[config.mk]
export PLATFORM = sky130hd
export DESIGN_NAME = bpm_sim_readout_sched
export DESIGN_NICKNAME = d
export VERILOG_FILES = /design/src/rtl/bpm_sim_pkg.sv /design/src/rtl/sim_rd_fifo.sv /design/src/rtl/bpm_sim_readout_sched.sv
export SDC_FILE = /design/constraint.sdc
export NUM_CORES = 1
export LEC_CHECK = 0
export BUFFER_PORTS_ARGS = -buffer_cell sky130_fd_sc_hd__buf_2
export CORE_ASPECT_RATIO = 1.75
export CORE_MARGIN = 2
export CORE_UTILIZATION = 60
export DETAILED_ROUTE_END_ITERATION = 8
export MAX_ROUTING_LAYER = met4
export PLACE_DENSITY = 0.84
export RECOVER_POWER = 50
export SYNTH_ARGS = -nofsm -noshare
export SYNTH_HDL_FRONTEND = slang
export SYNTH_SLANG_ARGS = --single-unit
[constraint.sdc]
create_clock -name clk -period 4.4 [get_ports clk]
set_input_delay 0 -clock clk [delete_from_list [all_inputs] [get_ports clk]]
set_output_delay 0 -clock clk [all_outputs]
set_load 0.01 [all_outputs]
[src/rtl/bpm_sim_pkg.sv]
// Shared defaults and state encoding for the BPM simulation-buffer port-B readout scheduler.
package bpm_sim_pkg;

  localparam int DEFAULT_AW         = 10;
  localparam int DEFAULT_RD_LAT     = 2;
  localparam int DEFAULT_FIFO_DEPTH = 4;
  localparam int FIFO_W             = 34;

  typedef enum logic [1:0] {
    IDLE,
    ISSUE,
    DRAIN
  } schedState_t;

endpackage

[src/rtl/sim_rd_fifo.sv]
// First-word-fall-through FIFO carrying {data, first, last}; exposes occupancy for read-credit control.
module sim_rd_fifo
  import bpm_sim_pkg::*;
#(
  parameter int WIDTH = FIFO_W,
  parameter int DEPTH = DEFAULT_FIFO_DEPTH
) (
  input  logic                       clk,
  input  logic                       reset,
  input  logic                       wrEn,
  input  logic [WIDTH-1:0]           wrData,
  input  logic                       rdEn,
  output logic [WIDTH-1:0]           rdData,
  output logic                       empty,
  output logic [$clog2(DEPTH+1)-1:0] occupancy
);

  localparam int PW = (DEPTH > 1) ? $clog2(DEPTH) : 1;
  localparam int CW = $clog2(DEPTH + 1);

  logic [WIDTH-1:0] mem [DEPTH];
  logic [PW-1:0]    wrPtr;
  logic [PW-1:0]    rdPtr;
  logic [CW-1:0]    count;
  logic             rdGo;

  function automatic logic [PW-1:0] nextPtr(input logic [PW-1:0] p);
    return (p == PW'(DEPTH - 1)) ? '0 : p + 1'b1;
  endfunction

  assign rdGo      = rdEn && (count != '0);
  assign empty     = (count == '0);
  assign occupancy = count;
  assign rdData    = mem[rdPtr];

  // Storage needs no reset: the head is only observed while the FIFO is non-empty.
  always_ff @(posedge clk) begin
    if (wrEn) begin
      mem[wrPtr] <= wrData;
    end
  end

  always_ff @(posedge clk or posedge reset) begin
    if (reset) begin
      wrPtr <= '0;
      rdPtr <= '0;
      count <= '0;
    end else begin
      if (wrEn) begin
        wrPtr <= nextPtr(wrPtr);
      end
      if (rdGo) begin
        rdPtr <= nextPtr(rdPtr);
      end
      case ({wrEn, rdGo})
        2'b10:   count <= count + 1'b1;
        2'b01:   count <= count - 1'b1;
        default: count <= count;
      endcase
    end
  end

endmodule

[src/rtl/bpm_sim_readout_sched.sv]
// Reads one configured address window of the BPM simulation RAM per FOFB trigger and streams it out valid/ready.
module bpm_sim_readout_sched
  import bpm_sim_pkg::*;
#(
  parameter int AW         = DEFAULT_AW,
  parameter int RD_LAT     = DEFAULT_RD_LAT,
  parameter int FIFO_DEPTH = DEFAULT_FIFO_DEPTH
) (
  input  logic          clk,
  input  logic          reset,
  input  logic          trig,
  input  logic          enable,
  input  logic [AW-1:0] StartAddr,
  input  logic [AW-1:0] EndAddr,
  output logic          DpRamB_Read,
  output logic [11:0]   DpRamB_Address,
  input  logic [31:0]   DpRamB_Data,
  output logic [31:0]   OutData,
  output logic          OutValid,
  input  logic          OutReady,
  output logic          OutFirst,
  output logic          OutLast,
  output logic          Busy,
  output logic          FrameDone,
  output logic [31:0]   FrameCount,
  output logic [15:0]   OverrunCount
);

  schedState_t state;
  schedState_t stateNext;

  logic [AW-1:0]                       addr;
  logic [AW:0]                         issueLeft;
  logic                                firstPend;
  logic [RD_LAT-1:0]                   vPipe;
  logic [RD_LAT-1:0]                   fPipe;
  logic [RD_LAT-1:0]                   lPipe;
  logic [$clog2(FIFO_DEPTH+1)-1:0]     occ;
  logic [FIFO_W-1:0]                   fifoHead;
  logic                                fifoEmpty;
  logic                                credit;
  logic                                accept;
  logic                                lastXfer;

  // Credit counts words already buffered plus reads still in the RAM pipeline, so the FIFO can never overflow.
  assign credit   = (int'(occ) + $countones(vPipe)) < FIFO_DEPTH;
  assign OutValid = !fifoEmpty;
  assign OutData  = OutValid ? fifoHead[FIFO_W-1:2] : '0;
  assign OutFirst = OutValid && fifoHead[1];
  assign OutLast  = OutValid && fifoHead[0];
  assign lastXfer = OutValid && OutReady && fifoHead[0];
  assign Busy     = (state != IDLE);
  assign DpRamB_Address = {{(12 - AW){1'b0}}, addr};

  always_ff @(posedge clk or posedge reset) begin
    if (reset) begin
      state <= IDLE;
    end else begin
      state <= stateNext;
    end
  end

  // A trigger landing on the FrameDone cycle is treated as an overrun, not a new frame.
  always_comb begin
    stateNext   = state;
    DpRamB_Read = 1'b0;
    accept      = 1'b0;
    case (state)
      IDLE: begin
        if (trig && enable && !FrameDone) begin
          accept    = 1'b1;
          stateNext = ISSUE;
        end
      end
      ISSUE: begin
        if (credit) begin
          DpRamB_Read = 1'b1;
          if (issueLeft == (AW + 1)'(1)) begin
            stateNext = DRAIN;
          end
        end
      end
      DRAIN: begin
        if (lastXfer) begin
          stateNext = IDLE;
        end
      end
      default: stateNext = IDLE;
    endcase
  end

  always_ff @(posedge clk or posedge reset) begin
    if (reset) begin
      addr         <= '0;
      issueLeft    <= '0;
      firstPend    <= 1'b0;
      vPipe        <= '0;
      fPipe        <= '0;
      lPipe        <= '0;
      FrameDone    <= 1'b0;
      FrameCount   <= '0;
      OverrunCount <= '0;
    end else begin
      FrameDone <= (state == DRAIN) && lastXfer;
      if ((state == DRAIN) && lastXfer) begin
        FrameCount <= FrameCount + 1'b1;
      end
      if (trig && enable && ((state != IDLE) || FrameDone) && (OverrunCount != '1)) begin
        OverrunCount <= OverrunCount + 1'b1;
      end

      // Window length wraps mod 2^AW, so End < Start reads through the top of the RAM.
      if (accept) begin
        addr      <= StartAddr;
        issueLeft <= {1'b0, EndAddr - StartAddr} + (AW + 1)'(1);
        firstPend <= 1'b1;
      end else if (DpRamB_Read) begin
        addr      <= addr + 1'b1;
        issueLeft <= issueLeft - 1'b1;
        firstPend <= 1'b0;
      end

      vPipe[0] <= DpRamB_Read;
      fPipe[0] <= DpRamB_Read && firstPend;
      lPipe[0] <= DpRamB_Read && (issueLeft == (AW + 1)'(1));
      for (int i = 1; i < RD_LAT; i++) begin
        vPipe[i] <= vPipe[i-1];
        fPipe[i] <= fPipe[i-1];
        lPipe[i] <= lPipe[i-1];
      end
    end
  end

  sim_rd_fifo #(
    .WIDTH (FIFO_W),
    .DEPTH (FIFO_DEPTH)
  ) uFifo (
    .clk       (clk),
    .reset     (reset),
    .wrEn      (vPipe[RD_LAT-1]),
    .wrData    ({DpRamB_Data, fPipe[RD_LAT-1], lPipe[RD_LAT-1]}),
    .rdEn      (OutValid && OutReady),
    .rdData    (fifoHead),
    .empty     (fifoEmpty),
    .occupancy (occ)
  );

endmodule

* Word level (Yosys, flattened, before mapping)
Memories as Yosys holds them, arrays and structs flattened.
Cells that the tools add are included.
** Storage, ports and cells
- Flip-flop bits (word level) :: 86
- Bits in writable memories :: 136
- Input bits :: 57
- Output and inout bits :: 98
- Logic and storage cells :: 82
- Memories :: 1
** Memories
- uFifo.mem :: words 4, width 34, rd ports 1, clocked after Yosys merged registers in 0, wr ports 1, RTL line sim_rd_fifo.sv:21 : logic [WIDTH-1:0] mem [DEPTH];
** Operators by class
- Add/subtract/negate cells :: 12
- $lt $le $gt $ge :: 1
- Equal/unequal tests :: 12
- Multiplexer cells :: 21
- Reduce and logical (&&, ||, !) cells :: 22
** Operators by type and width (count)
- adder 32 x 1 -> 32 bit, second input constant :: 1
- two-way mux 32 bit :: 1
- two-way mux 11 bit :: 2
- two-way mux 10 bit :: 2
- adder 16 x 1 -> 16 bit, second input constant :: 1
- inequality test 16 bit, second input constant :: 1
- logical AND 1 bit :: 12
- two-way mux 2 bit :: 6
- adder 10 x 1 -> 11 bit, second input constant :: 1
- equality test 11 x 1 -> 1 bit, second input constant :: 1
- subtractor 11 x 1 -> 11 bit, second input constant :: 1
- adder 10 x 1 -> 10 bit, second input constant :: 1
- subtractor 10 bit :: 1
- equality test 2 bit, second input constant :: 4
- two-way mux 1 bit :: 8
- inequality test 2 bit, second input constant :: 4
- case mux 2 bit (3 select lines) :: 1
- case mux 3 bit (2 select lines) :: 1
- nonzero test 2 bit :: 3
- adder 2 x 1 -> 2 bit, second input constant :: 2
- adder 3 x 2 -> 4 bit :: 1
- equality test 2 x 1 -> 1 bit, second input constant :: 2
- less-than comparator 4 x 3 -> 1 bit, second input constant :: 1
- AND reduction 4 bit :: 1
- 8 further kinds :: 9

* Logic depth before layout (Yosys ltp)
Gate-level depths: netlist (run 1).
- Depth after elaboration :: 7
- Mapped depth :: 11
- Gate-level depth less buffers :: 11

* Modules after synthesis
From an unflattened synthesis (run 1), not the netlist that was laid out.
** Second synthesis, totals
- Cell total of the unflattened synthesis :: 679
- Area total of the unflattened synthesis :: 9942.0 µm²
** Modules (own cells, without submodules)
- sim_rd_fifo :: instances 1, cells each 218, area an instance 5386.4 µm², sequential area each 4259.1 µm²
- bpm_sim_readout_sched :: instances 1, cells each 461, area an instance 4555.6 µm², sequential area each 1976.9 µm²

* Least setup slack after synthesis (run 1)
Ideal clock, no wire load.
- Path kind :: register -> register
- Start :: reg uFifo.count[0], in the netlist uFifo.occupancy[0]
- End :: reg issueLeft[7]
- Setup time :: 0.134 ns
- Data arrival time :: 1.884 ns
- Data required time :: 4.266 ns
- Slack :: 2.382 ns
- Stages on the path, launching flop included :: 10
- Buffers on the path :: 1
- Clock period less this slack :: 2.018 ns
- Cell sequence :: dfrtp_1 > ha_1 > a21oi_1 > o21bai_1 > nand2b_1 > buf_2 > nor4_2 > nor3b_1 > xnor2_1 > mux2i_1
** On the way
- Word-level cells in the longest chain between the ends :: 5
** RTL lines
- start: declaration :: RTL line sim_rd_fifo.sv:24 : logic [CW-1:0] count;
- start signal: assignment :: RTL line sim_rd_fifo.sv:56 : 2'b10: count <= count + 1'b1;
- start signal: assignment :: RTL line sim_rd_fifo.sv:57 : 2'b01: count <= count - 1'b1;
- start signal: assignment :: RTL line sim_rd_fifo.sv:58 : default: count <= count;
- adder 3 x 2 -> 4 bit :: RTL line bpm_sim_readout_sched.sv:46 : assign credit = (int'(occ) + $countones(vPipe)) < FIFO_DEPTH;
- less-than comparator 4 x 3 -> 1 bit :: RTL line bpm_sim_readout_sched.sv:46
- two-way mux 1 bit :: RTL line bpm_sim_readout_sched.sv:76 : if (credit) begin
- two-way mux 1 bit :: RTL line bpm_sim_readout_sched.sv:68 : case (state)
- nonzero test 2 bit (no line)
- end signal: assignment :: RTL line bpm_sim_readout_sched.sv:115 : issueLeft <= {1'b0, EndAddr - StartAddr} + (AW + 1)'(1);
- end signal: assignment :: RTL line bpm_sim_readout_sched.sv:119 : issueLeft <= issueLeft - 1'b1;
- end: declaration :: RTL line bpm_sim_readout_sched.sv:33 : logic [AW:0] issueLeft;
Every way passes these cells.
A chain may end at the register's enable or synchronous reset.

* Worst setup path in the final report (run 1)
- Start :: reg uFifo.count[0], in the netlist uFifo.occupancy[0]
- End :: reg FrameCount[22]
** On the way
- Word-level cells in the longest chain between the ends :: 5
** RTL lines
- logical NOT 3 bit :: RTL line sim_rd_fifo.sv:32 : assign empty = (count == '0);
- logical NOT 1 bit :: RTL line bpm_sim_readout_sched.sv:47 : assign OutValid = !fifoEmpty;
- logical AND 1 bit (2 in a row) :: RTL line bpm_sim_readout_sched.sv:51 : assign lastXfer = OutValid && OutReady && fifoHead[0];
- logical AND 1 bit :: RTL line bpm_sim_readout_sched.sv:105 : if ((state == DRAIN) && lastXfer) begin
- end signal: assignment :: RTL line bpm_sim_readout_sched.sv:106 : FrameCount <= FrameCount + 1'b1;
- end: declaration :: RTL line bpm_sim_readout_sched.sv:25 : output logic [31:0] FrameCount,
Every way passes these cells.

==> metrics, run 1 <==
synth warn 0; share of layout cells above drive strength 1 18.26%; reg2reg path depth 7; post-synthesis sequential area ratio a little over three fifths; die area 0.01757 sq mm; worst slew margin relative to its limit -16.81%; core footprint between 0.015 and 0.02 sq mm; Area Overhead vs Synth 18.75%; largest family of logic cells by synthesized area simple AND/OR/NAND/NOR gates; prevailing post-synth register cell edfxtp_1; CTS H-tree depth 1; grt ovf 0; register bit total from synthesis between 200 and 250; CTS resizes 0; Tmin final 2.950 ns; max-slew violations 39; Worst-path clk slew 0.07 ns; routing usage on met3 under 10%; first-pass GRT wire length 33.89 mm; Worst setup SP type flip-flop; Synth top area share 41.29%; clock latency on the worst-skew pair between 0.4 and 0.5 ns; CP arrival 3.32 ns; top achievable clock speed about 340 MHz; Top cell by count, worst path nand3_1; endpoint class of the critical path flip-flop; pre-CTS WS 1.436 ns; total routed wirelength 20.78 mm; post-route ant nets 0; syn avg cell area about 15 sq um; Required @ worst endpoint 4.77 ns; Slew @ Worst Pin 1.743 ns; via count 6,298; CP cell instances or3_1 -> nand2_2 -> and4bb_1 -> nand3_1 -> nor2_4 -> nand3_1 -> xnor2_1; VDD IR-drop max 342.7 uV; Power Density roughly 570 mW/mm^2; CP Max Fanout 36; hold endpoint issueLeft[1]; reg2reg end FrameCount[22]; async set-reset flop share out of synthesis 38.74%; CTS sink cnt 222; First-pass DRT Iterations 5; met1 Use GR 28.83%; max cap viols 1; root buffer cell clkbuf_16; Port Buf Inserts 152; GPL Wtd Cong 0.8343; Via density 5.837; initial antenna violation count 0; EDFF count, synth 136; cell area after synthesis approximately 0.0099 sq mm; R2R Setup Slk 1.45 ns; Leak 0.004618 uW; die height ~170 um; min-delay worst type in -> reg; DRC violations left 0; I/O pin cnt 155; complex-gate fraction of the synthesized area under 10%; GRT met2 Usage 44.48%; FF-to-FF Start uFifo.occupancy[0]; final setup fails 0; Unique masters post-synth 69; post-synthesis simple-gate area fraction 12.59%; Num CTS Buffers 20; final net count 954; CP max-delay cell or3_1; Initial Util 60.71%; Overall Global Routing Usage 24.96%; die width 101.1 um; Period Utilization, post-route 67.05%; hold_sp EndAddr[1]; Post-Synth XOR/XNOR Area 6.199%; Yosys top cell by area edfxtp_1; worst stage delay on the critical path 0.90 ns; clk_skew 0.009414 ns; DRT iter0 DRCs 265; pin count of the biggest net entering global routing 50; CTS max path bufs 3; fin worst setup slack 1.450 ns; num rows 62; # diodes 0; WHS Path Cells 4; CP Class reg -> reg; proportion of synthesized area in mux cells 8.286%; Mapped Cells 670; failing checks max-capacitance violations, max-slew violations; CTS tree yes; Adder-Cell Fraction of Synth Area 3.188%; status finished with violations; Post-DP HPWL ~14 mm; vias in the first global route 6,880; RSZ-0062 raised after global routing no; busiest layer in global routing met2; WL per Instance 19.25 um; Fillers around 1,100; setup tns final 0 ns; Final Hold Violating Endpoints 0; Layout Utilization 72.10%; synth top area cells edfxtp_1 41%, dfrtp_1 22%, mux4_2 7.7%
## worst max-delay path, delay by kind of cell (launching register included)
family / cells / cell delay [ns]
AND/OR/NAND/NOR: 6 / 2.25
flip-flops: 1 / 0.41
XOR/XNOR: 1 / 0.15
## layout make-up
| type | instances | area, sq um | share of cell area [%] |
|---|---|---|---|
| flip-flops and latches | 222 | 6237 | 53.11 |
| multi-input cells | 402 | 3451 | 29.38 |
| repair buffers | 201 | 1125 | 9.577 |
| clock buffers | 28 | 551.8 | 4.698 |
| well taps | 192 | 240.2 | 2.045 |
| inverters | 26 | 98.84 | 0.8416 |
| clock inverters | 8 | 41.29 | 0.3516 |
## routing by layer
layer	part of all wire (%)	vias to the layer above
li1	-	2872
met1	37	3137
met2	55	245
met3	5.2	44
met4	2.9	0
met5	0	-
## cell usage after synthesis (2+ instances only)
cell	count
or2_2	2
nand2_1	37
nand4_1	6
nor4_4	2
mux4_2	34
a22oi_1	3
nor2b_1	2
nor3_1	6
buf_2	9
dfrtp_1	86
or4_4	2
ha_1	22
a21o_1	8
xnor2_1	50
or3_1	3
edfxtp_1	136
nand2b_1	3
nor2_4	3
fa_1	2
nor3_2	2
nand3_1	24
buf_6	3
clkbuf_1	6
nor3b_1	4
a31oi_1	3
a211oi_1	2
nor2_1	25
and3_1	12
nor4_1	3
nand3b_1	2
a21oi_1	13
nand4_2	4
mux2_2	3
xor2_1	20
and2_1	42
o311ai_0	2
and4_1	5
inv_1	26
buf_4	2
nand3_2	3
a221o_1	5
o21ai_0	15
mux2i_1	2
## timing repair
| action | 4_1_cts | 5_1_grt |
|---|---|---|
| setup buffers | 0 | 0 |
| hold buffers | 45 | 0 |
| endpoints found under the hold margin | 178 | 0 |
## layout by cell type (no fill, tap or decap), types with 5 or more instances in the layout
cell type      count
buf_2             61
o21ai_0           15
ha_1              22
nand3_1           24
nor3_1             5
a21oi_1           13
edfxtp_1         136
a21o_1             8
and3_1            12
a221o_1            5
inv_1             25
dlygate4sd3_1     45
and4_1             5
xnor2_1           50
dfrtp_1           85
clkbuf_1          98
nand2_1           37
nand4_1            6
mux4_2            34
nor2_1            25
xor2_1            20
clkbuf_16         21
and2_1            38
## per-stage QoR
| stage | power, uW | hold WS [ns] | area (sq um) | cells |
|---|---|---|---|---|
| after floorplan | 4356 | 0.09887 | 9894 | 671 |
| final | 6639 | 0.09527 | 11750 | 1079 |
| after global placement | 4927 | 0.08864 | 10820 | 998 |
| after CTS | 6691 | 0.07365 | 11860 | 1079 |
| after detailed placement | 5047 | 0.1115 | 10820 | 998 |
| after global routing | 6999 | 0.09453 | 11750 | 1079 |
## registers in the layout (all words and copies together), names as in the netlist
| register | count |
|---|---|
| uFifo.mem | 136 |
| FrameCount | 32 |
| OverrunCount | 16 |
| issueLeft | 11 |
| addr | 10 |
| uFifo.occupancy | 3 |
| fPipe | 2 |
| lPipe | 2 |
| state | 2 |
| uFifo.rdPtr | 2 |
| uFifo.wrPtr | 2 |
| vPipe | 2 |
| FrameDone | 1 |
| firstPend | 1 |
## worst max path at each step
stage               cells after the start          startpoint  slack (ns)        endpoint
global placement                        7  uFifo.occupancy[0]        1.59  FrameCount[22]
floorplan                               1               reset        2.18   FrameCount[0]
detailed placement                      7  uFifo.occupancy[0]        1.44  FrameCount[22]
CTS                                     7  uFifo.occupancy[0]        1.40  FrameCount[22]
finish                                  7  uFifo.occupancy[0]        1.45  FrameCount[22]
global route                            7  uFifo.occupancy[0]        1.20  FrameCount[22]
## cell families (layout without fill, tap and decap cells)
family | Yosys count | after routing
DFF | 222 | 222
and+or+nand+nor | 203 | 203
xor gates and xnor gates | 70 | 70
AOI/OAI and AO/OA | 64 | 64
buffers and inverters | 47 | 263
muxes | 39 | 39
adders and majority gates | 24 | 24
other | 1 | 2
## power breakdown
group | internal, uW | leakage, uW | switching [uW]
logic | 959 | 0.00198 | 1170
registers | 2680 | 0.00235 | 224
clock network | 880 | 0.000282 | 727
total | 4520 | 0.00462 | 2120
No activity file was read; power rests on OpenSTA's default activity.
==> run 2, diff against run 1 <==
CORE_UTILIZATION = 57   (was 60)
PLACE_DENSITY = 0.8   (was 0.84)
clock period = 2.9 ns   (was 4.4 ns; I/O delays follow)
==> run 2 against run 1 <==
The flow now finishes without violations. Largest power group unchanged. Via count grew 1.3%. First-iteration DRC count grew 14%. Sequential share of layout area shrank 0.88 points. Design area grew 1.7%. Sequential power grew 52%. Clock skew grew 0.013 ns.
==> metrics, run 2 (synthesis gave the netlist of run 1 again) <==
top achievable clock speed 403.2 MHz; share of layout cells above drive strength 1 21.40%; WL per Instance between 15 and 20 um; max cap viols 0; status finished clean; Worst setup SP type flip-flop; Num CTS Buffers 20; CP max-delay cell dlygate4sd3_1; num rows between 60 and 70; via count ~6,400; clk_skew ~0.023 ns; GRT met2 Usage 44.45%; CTS H-tree depth 1; Port Buf Inserts 152; CTS resizes 0; DRC violations left 0; Leak approximately 0.0048 uW; Final Hold Violating Endpoints 0; pre-CTS WS 0.6028 ns; CP Class reg -> reg; Most flops, register uFifo.mem; pin count of the biggest net entering global routing 42; fin worst setup slack 0.4200 ns; grt ovf 0; placed insts between 1,000 and 1,500; met1 Use GR between 20% and 30%; Period Utilization, post-route 85.52%; vias in the first global route 6,821; Non-Filler Instances about 1,100; FF+latch area 0.006237 sq mm; final net count about 960; min-delay worst type in -> reg; RSZ-0062 raised after global routing no; commonest non-fill, non-tap cell in the layout edfxtp_1; total routed wirelength ~21 mm; First-pass DRT Iterations 4; I/O pin cnt between 150 and 200; GPL Wtd Cong 0.8359; Worst-path clk slew 0.07 ns; worst stage delay on the critical path 0.55 ns; endpoint class of the critical path flip-flop; VDD IR-drop max between 600 and 700 uV; final setup fails 0; most frequent cells in the layout 136 x edfxtp_1, 85 x dfrtp_1, 80 x clkbuf_1; first-pass GRT wire length 33.77 mm; max-slew violations 0; Via density 5.677; clock latency on the worst-skew pair about 0.50 ns; DRT iter0 DRCs between 300 and 400; Initial Util 58.36%; CTS max path bufs 3; Area Overhead vs Synth 20.75%; CP cell instances or2_2 -> nor2_1 -> nand3_1 -> dlygate4sd3_1 -> buf_4 -> nand2_1 -> o21ai_0 -> a221o_1; Power Density 860.8 mW/mm^2; Buf+Inv Stages, Crit Path 2; Slew @ Worst Pin 1.210 ns; routing usage on met3 roughly 3.4%; CP arrival 2.84 ns; R2R Setup Slk 0.42 ns; CTS sink cnt 222; initial antenna violation count 0; Post-DP HPWL 14.08 mm; setup tns final 0 ns; # diodes 0; die width 103.6 um; core footprint 0.01695 sq mm; die height 178.3 um; root buffer cell clkbuf_16; busiest layer in global routing met2; Fillers roughly 1,200; post-CTS setup buffer count 0; Required @ worst endpoint about 3.3 ns; CP Max Fanout 10; max reg flops 136; post-route ant nets 0; CTS tree yes; die area 0.01846 sq mm; worst slew margin relative to its limit a little under a fifth; Overall Global Routing Usage 23.62%; largest registers uFifo.mem (136), FrameCount (32), OverrunCount (16); Tmin final 2.480 ns; CP top delay family simple AND/OR/NAND/NOR gates; multi-input logic area 0.003451 sq mm
run 2: cell count changes in the layout (fill, tap and decap cells not counted):
cell | before | now
clkbuf_16 | 21 | 20
inv_6 | 1 | 0
clkinv_1 | 4 | 0
clkinv_8 | 0 | 1
bufinv_16 | 0 | 1
buf_2 | 61 | 76
clkbuf_8 | 0 | 4
clkinvlp_4 | 1 | 0
clkinv_2 | 1 | 3
clkbuf_1 | 98 | 80
clkbuf_2 | 1 | 3
clkinv_4 | 0 | 1
buf_4 | 3 | 10
dlygate4sd3_1 | 45 | 47
run 2: power breakdown:
part           internal (uW)  switching [uW]  total, uW  leakage [uW]
clock network           1480            1120       2610      0.000324
logic                   1500            1780       3280       0.00209
registers               4060             340       4400       0.00235
total                   7040            3240      10300       0.00477
run 2: area by class of cell:
cell class,instances,area share (%)
clock inverters,7,0.6286
well taps,227,2.378
flip-flops and latches,222,52.23
inverters,26,0.8277
clock buffers,29,4.830
repair buffers,211,10.21
multi-input cells,402,28.89
run 2: per-layer routing:
layer | vias up | part of all wire (%)
met4 | 0 | 2.9
li1 | 2904 | -
met5 | - | 0
met3 | 45 | 5.3
met2 | 235 | 56
met1 | 3197 | 36
run 2: what timing repair did:
item,4_1_cts,5_1_grt
hold buffers,47,0
setup endpoints to repair,0,0
endpoints found under the hold margin,189,0
run 2: stage by stage:
stage / power (uW) / utilization [%] / area, sq um / hold WS (ns)
finish: 10280 / 70.47 / 11940 / 0.04931
detailed placement: 7715 / 64.44 / 10920 / 0.03034
global placement: 7545 / 64.44 / 10920 / 0.02277
CTS: 10370 / 71.07 / 12040 / 0.03374
global route: 10810 / 70.47 / 11940 / 0.06061
floorplan: 6609 / - / 9894 / 0.09887
run 2: worst min-delay path, cell delays in order:
cell    delay, ns
buf_2        0.11
fa_1         0.17
ha_1         0.12
a21o_1       0.10
run 2: worst paths after layout:
| kind | from | to | cells past startpoint |
|---|---|---|---|
| max in group asynchronous | reset | uFifo.rdPtr[0] | 4 |
| max reg2reg | state[1] | addr[3] | 8 |
| min reg2reg | fPipe[0] | fPipe[1] | 0 |
| min in group asynchronous | reset | FrameCount[0] | 3 |
| min | EndAddr[1] | issueLeft[1] | 4 |
| max | state[1] | addr[3] | 8 |
